==> config.mk <==
export PLATFORM = sky130hd
export DESIGN_NAME = single_layer_perceptron
export DESIGN_NICKNAME = d
export VERILOG_FILES = /design/src/rtl/single_layer_perceptron.sv
export SDC_FILE = /design/constraint.sdc
export NUM_CORES = 1
export LEC_CHECK = 0
export BUFFER_PORTS_ARGS = -buffer_cell sky130_fd_sc_hd__buf_2
export CORE_MARGIN = 2
export CORE_UTILIZATION = 29
export DETAILED_ROUTE_END_ITERATION = 12
export PLACE_DENSITY_LB_ADDON = 0.2
export SYNTH_ARGS = -nofsm -noshare
export SYNTH_HDL_FRONTEND = slang
export SYNTH_SLANG_ARGS = --single-unit
==> constraint.sdc <==
create_clock -name clk -period 13.8 [get_ports clk]
set_clock_uncertainty 0.1 [all_clocks]
set_input_delay 0.69 -clock clk [delete_from_list [all_inputs] [get_ports clk]]
set_output_delay 0.69 -clock clk [all_outputs]
set_load 0.005 [all_outputs]
==> src/rtl/single_layer_perceptron.sv <==
// Single-layer perceptron: IN data inputs plus bias, STEP activation and
// perceptron-rule training applied on every clock edge while t_en is high.
// Ports:
//   clk     - rising-edge clock
//   reset_  - asynchronous reset, active-high; clears every weight
//   in      - input vector, IN elements in I_CONF format
//   out     - combinational activation output (ONE or ZERO, O_CONF format)
//   train   - training target, O_CONF format
//   rate    - learning rate, R_CONF format (fixed at 1 when R_CONF is INT)
//   t_en    - train enable
package slp_pkg;
  typedef enum logic [1:0] {FXP = 2'd0, INT = 2'd1, BOOL = 2'd2} dtype_t;
  typedef enum logic [1:0] {STEP = 2'd0, SIGMOID = 2'd1, RELU = 2'd2} actf_t;

  // Numeric format descriptor: value = field * 2^-frac, signed if sign set.
  typedef struct packed {
    dtype_t     dtype;
    logic       sign;
    logic [7:0] prec;
    logic [7:0] frac;
  } dconf_t;
endpackage

module single_layer_perceptron
  import slp_pkg::*;
#(
  parameter int unsigned IN     = 4,
  parameter dconf_t      I_CONF = '{dtype: FXP, sign: 1'b0, prec: 8'd4, frac: 8'd3},
  parameter dconf_t      R_CONF = '{dtype: FXP, sign: 1'b0, prec: 8'd4, frac: 8'd3},
  parameter dconf_t      W_CONF = '{dtype: FXP, sign: 1'b1, prec: 8'd5, frac: 8'd3},
  parameter dconf_t      O_CONF = '{dtype: FXP, sign: 1'b1, prec: 8'd5, frac: 8'd3},
  parameter actf_t       ACT    = STEP
) (
  input  logic                               clk,
  input  logic                               reset_,
  input  logic [IN-1:0][I_CONF.prec-1:0]     in,
  output logic [O_CONF.prec-1:0]             out,
  input  logic [O_CONF.prec-1:0]             train,
  input  logic [R_CONF.prec-1:0]             rate,
  input  logic                               t_en
);

  localparam int unsigned I_PREC = 32'(I_CONF.prec);
  localparam int unsigned R_PREC = 32'(R_CONF.prec);
  localparam int unsigned W_PREC = 32'(W_CONF.prec);
  localparam int unsigned O_PREC = 32'(O_CONF.prec);
  localparam int unsigned I_FRAC = (I_CONF.dtype == FXP) ? 32'(I_CONF.frac) : 32'd0;
  localparam int unsigned R_FRAC = (R_CONF.dtype == FXP) ? 32'(R_CONF.frac) : 32'd0;
  localparam int unsigned W_FRAC = (W_CONF.dtype == FXP) ? 32'(W_CONF.frac) : 32'd0;
  localparam int unsigned O_FRAC = (O_CONF.dtype == FXP) ? 32'(O_CONF.frac) : 32'd0;
  localparam bit          I_SIGNED = I_CONF.sign;
  localparam bit          O_SIGNED = O_CONF.sign;
  localparam bit          R_INT    = (R_CONF.dtype == INT);

  localparam int unsigned WEIGHT = IN + 1;
  localparam int unsigned X_W    = I_PREC + 1;
  localparam int unsigned ACC_W  = W_PREC + I_PREC + $clog2(IN + 1) + 1;
  localparam int unsigned P_W    = R_PREC + O_PREC + I_PREC + 3;
  localparam int unsigned S_W    = ((P_W > W_PREC) ? P_W : W_PREC) + 1;
  // Scale of rate*err*x relative to the weight scale.
  localparam int          SH     = int'(R_FRAC + O_FRAC + I_FRAC) - int'(W_FRAC);
  localparam int unsigned SH_R   = (SH > 0) ? 32'(SH) : 32'd0;
  localparam int unsigned SH_L   = (SH < 0) ? 32'(-SH) : 32'd0;

  localparam logic [O_PREC-1:0]      ONE   = O_PREC'(1) << O_FRAC;
  localparam logic signed [S_W-1:0]  W_MAX = S_W'((2 ** (W_PREC - 1)) - 1);
  localparam logic signed [S_W-1:0]  W_MIN = ~W_MAX;

  if (ACT != STEP) begin : g_act_check
    $error("single_layer_perceptron: only the STEP activation is supported");
  end

  logic [WEIGHT-1:0][W_PREC-1:0] w;
  logic [WEIGHT-1:0][W_PREC-1:0] w_next;
  logic signed [X_W-1:0]         x_ext [WEIGHT];
  logic signed [ACC_W-1:0]       acc;
  logic signed [O_PREC:0]        train_ext;
  logic signed [O_PREC:0]        out_ext;
  logic signed [O_PREC:0]        err;
  logic signed [R_PREC:0]        rate_ext;
  logic signed [P_W-1:0]         prod;
  logic signed [S_W-1:0]         upd;

  // Extend inputs to a common signed width; the bias input is a constant 1.0.
  always_comb begin
    for (int unsigned i = 0; i < IN; i++) begin
      if (I_SIGNED) x_ext[i] = X_W'($signed(in[i]));
      else          x_ext[i] = $signed({1'b0, in[i]});
    end
    x_ext[IN] = X_W'(1) << I_FRAC;
  end

  // Exact weighted sum and STEP activation; a zero sum maps to ZERO.
  always_comb begin
    acc = '0;
    for (int unsigned i = 0; i < WEIGHT; i++) begin
      acc = acc + ACC_W'($signed(w[i])) * ACC_W'(x_ext[i]);
    end
    out = (!acc[ACC_W-1] && (acc != '0)) ? ONE : '0;
  end

  // Perceptron rule: w <- sat(w + floor(rate * (train - out) * x)).
  always_comb begin
    if (O_SIGNED) train_ext = $signed({train[O_PREC-1], train});
    else          train_ext = $signed({1'b0, train});
    out_ext  = $signed({1'b0, out});
    err      = train_ext - out_ext;
    rate_ext = R_INT ? (R_PREC + 1)'(1) : $signed({1'b0, rate});
    w_next   = w;
    prod     = '0;
    upd      = '0;
    for (int unsigned i = 0; i < WEIGHT; i++) begin
      prod = P_W'(rate_ext) * P_W'(err) * P_W'(x_ext[i]);
      upd  = S_W'((prod >>> SH_R) <<< SH_L) + S_W'($signed(w[i]));
      if (upd > W_MAX)      w_next[i] = W_MAX[W_PREC-1:0];
      else if (upd < W_MIN) w_next[i] = W_MIN[W_PREC-1:0];
      else                  w_next[i] = upd[W_PREC-1:0];
    end
  end

  // Weight store; reset wins over a same-cycle update.
  always_ff @(posedge clk or posedge reset_) begin
    if (reset_)    w <= '0;
    else if (t_en) w <= w_next;
  end

endmodule

==> run metrics <==
Post-synth EDFFs=0; maximum clock path buffer count=2; vias in the first global route=12,180; Die W=226 um; H-tree levels=1; Tightest Pin Transition=637 ps; biggest regs=w: 25 flops; critical path class=in -> reg; Yosys warning count=0; Clock Latency Late Sink=290 ps; Critical-path top delay cell=fa_2; Min Clock Period, post-route=13,740 ps; f_max=72.8 MHz; Placed Instance Area=0.0174 mm^2; final worst path period share=99.5%; worst hold path type=in -> async; clock root buffer=clkbuf_16; status=finished clean; RSZ-0062 raised after global routing=yes; Relative slew margins=57.6%; Largest register FFs=25; GRT Residual Overflow=0; cts hold-fix bufs=0; Mean Syn Cell Area=8.50 um^2; Die Y-Extent=226 um; setup violators final=0; PortBufs=28; fraction of layout cells with a size suffix above 1=27.0%; Cell variety after synth=71; Max Cap Viol=0; I/O Pins=33; via count=11,762; Post-Route Utilization=38.6%; Nets=2,467; CTS tree=done; All-Layer GR Usage=15.5%; global placement routability congestion=0.877; initial DRC count=433; Multi-input gate area=0.0133 mm^2; worst stage delay on the critical path=630 ps; design area=0.0189 mm^2; Die Area=0.0512 mm^2; TritonCTS Buffers=3; Sequential Area=626 um^2; Post-Syn Area=0.0143 mm^2; Std-Cell Rows=81; placed wire-length estimate=32,500 um; Slew Viols, Final=0; Synth-to-Final Area Change=31.5%; Remaining DRCs=0; Largest Register=w; initial antenna violation count=3; sequential-to-total area share from yosys stat=4.37%; synthesized flop and latch total=25; Critical Path Most Common Cell=fa_1; worst-path maximum fanout=5; Crit path required time=13,910 ps; # clock sinks=25; CP arrival=13,850 ps; global-route wire length before repair=63,000 um; Final Hold Fails=0; CP endpoint kind=register; Post-Route WL=38,400 um; largest net degree at the start of global routing=36; core area=0.0488 mm^2; clock-pin slew on the worst setup and hold paths=90 ps; filler cell count=5,050; Initial DRT Pass Iterations=5; Initial Utilization=29.3%; Async SR Flop Fraction=100%; drt wl/cell=14.5 um; ANT nets after route=0; Via density=4.44; Post-synth top flop=dfrtp_1; crit start category=input port; Syn Inst Count=1,685
## logic make-up (layout without fill, tap and decap cells)
kind of cell / after synthesis / in the layout / share of synthesized area, %
simple gates: 495 / 495 / 18.3
flops: 25 / 25 / 4.37
fa+ha+maj: 452 / 452 / 50.4
compound gates: 211 / 211 / 10.2
xor+xnor: 91 / 91 / 5.56
mux: 6 / 6 / 0.445
buf+inv: 404 / 702 / 10.7
other cells: 1 / 5 / 0.0262
## layout by cell type, fill, tap and decap left out, types with 15 or more instances in the layout
| master | instances |
|---|---|
| a21o_1 | 15 |
| and2_1 | 167 |
| nor3_1 | 16 |
| nand2b_1 | 15 |
| inv_1 | 353 |
| a21oi_1 | 40 |
| nand2_1 | 82 |
| nor2b_1 | 24 |
| buf_4 | 280 |
| ha_1 | 200 |
| nor2_1 | 81 |
| xor2_1 | 21 |
| fa_1 | 203 |
| o21ai_1 | 16 |
| dfrtp_1 | 25 |
| o21ai_0 | 23 |
| a21oi_2 | 16 |
| and2_4 | 18 |
| ha_4 | 32 |
| o21a_1 | 20 |
| buf_2 | 26 |
| xnor2_1 | 58 |
## per-layer routing
metal | vias to the layer above | global-route usage [%] | share of wire, %
li1 | 5924 | - | -
met1 | 5721 | 22.3 | 50
met2 | 93 | 25.7 | 46
met3 | 22 | 1.44 | 2.1
met4 | 2 | 1.97 | 1.1
met5 | - | 0 | 0.031
## through the flow
stage | std cells | hold WS [ps] | setup WS (ps) | TNS (ps)
2_1_floorplan | 1688 | 445 | 3.70 | 0
5_1_grt | 2651 | 422 | -450 | -6730
3_5_place_dp | 2604 | 476 | -948 | -16040
4_1_cts | 2641 | 397 | -84.0 | -275
6_report | 2651 | 389 | 64.0 | 0
3_3_place_gp | 2604 | 467 | -778 | -13100
## final cells by class
class / instances / area share (%)
multi-input cells: 1259 / 70.8
repair buffers: 329 / 13.6
inverters: 369 / 7.37
well taps: 664 / 4.41
flip-flops and latches: 25 / 3.32
clock buffers: 3 / 0.398
clock inverters: 1 / 0.0398
diodes: 1 / 0.0133
## worst max-delay path: cells and delay by family
kind            cells  cell delay, ps
simple gates        8             690
xor+xnor            3             540
buf+inv            14            1010
compound gates     15            3090
fa+ha+maj          20            7520
mux                 1             290
## cell usage after synthesis (all sizes together), types with 25 or more instances
library cell | count | share of area [%]
nor2 | 91 | 2.4
fa | 209 | 29
and2 | 186 | 8.1
inv | 368 | 9.6
nand2 | 91 | 2.4
ha | 243 | 21
clkbuf | 31 | 0.81
xnor2 | 70 | 4.3
a21oi | 58 | 2.1
nor2b | 27 | 1.2
o21ai | 42 | 1.5
dfrtp | 25 | 4.4
## what timing repair did
item / in CTS / in global routing
setup buffers: 34 / 10
cloned: 1 / 0
endpoints found under the setup margin: 20 / 20
pin swaps: 132 / 61
resized for setup: 107 / 96
## worst paths after layout
| path | depth (start not counted) | start | slack, ps | endpoint |
|---|---|---|---|---|
| setup / recovery | 61 | in[9] | 60 | w[13] |
| setup reg to reg | 60 | w[12] | 130 | w[13] |
| max in group asynchronous | 3 | reset_ | 12880 | w[10] |
| hold / removal | 3 | reset_ | 390 | w[22] |
| hold reg to reg | 2 | w[21] | 490 | w[21] |
| min in group clk | 2 | w[21] | 490 | w[21] |
Power is not shown: default switching activity piles up to over one toggle a cycle in this logic, so the estimate is an artifact.
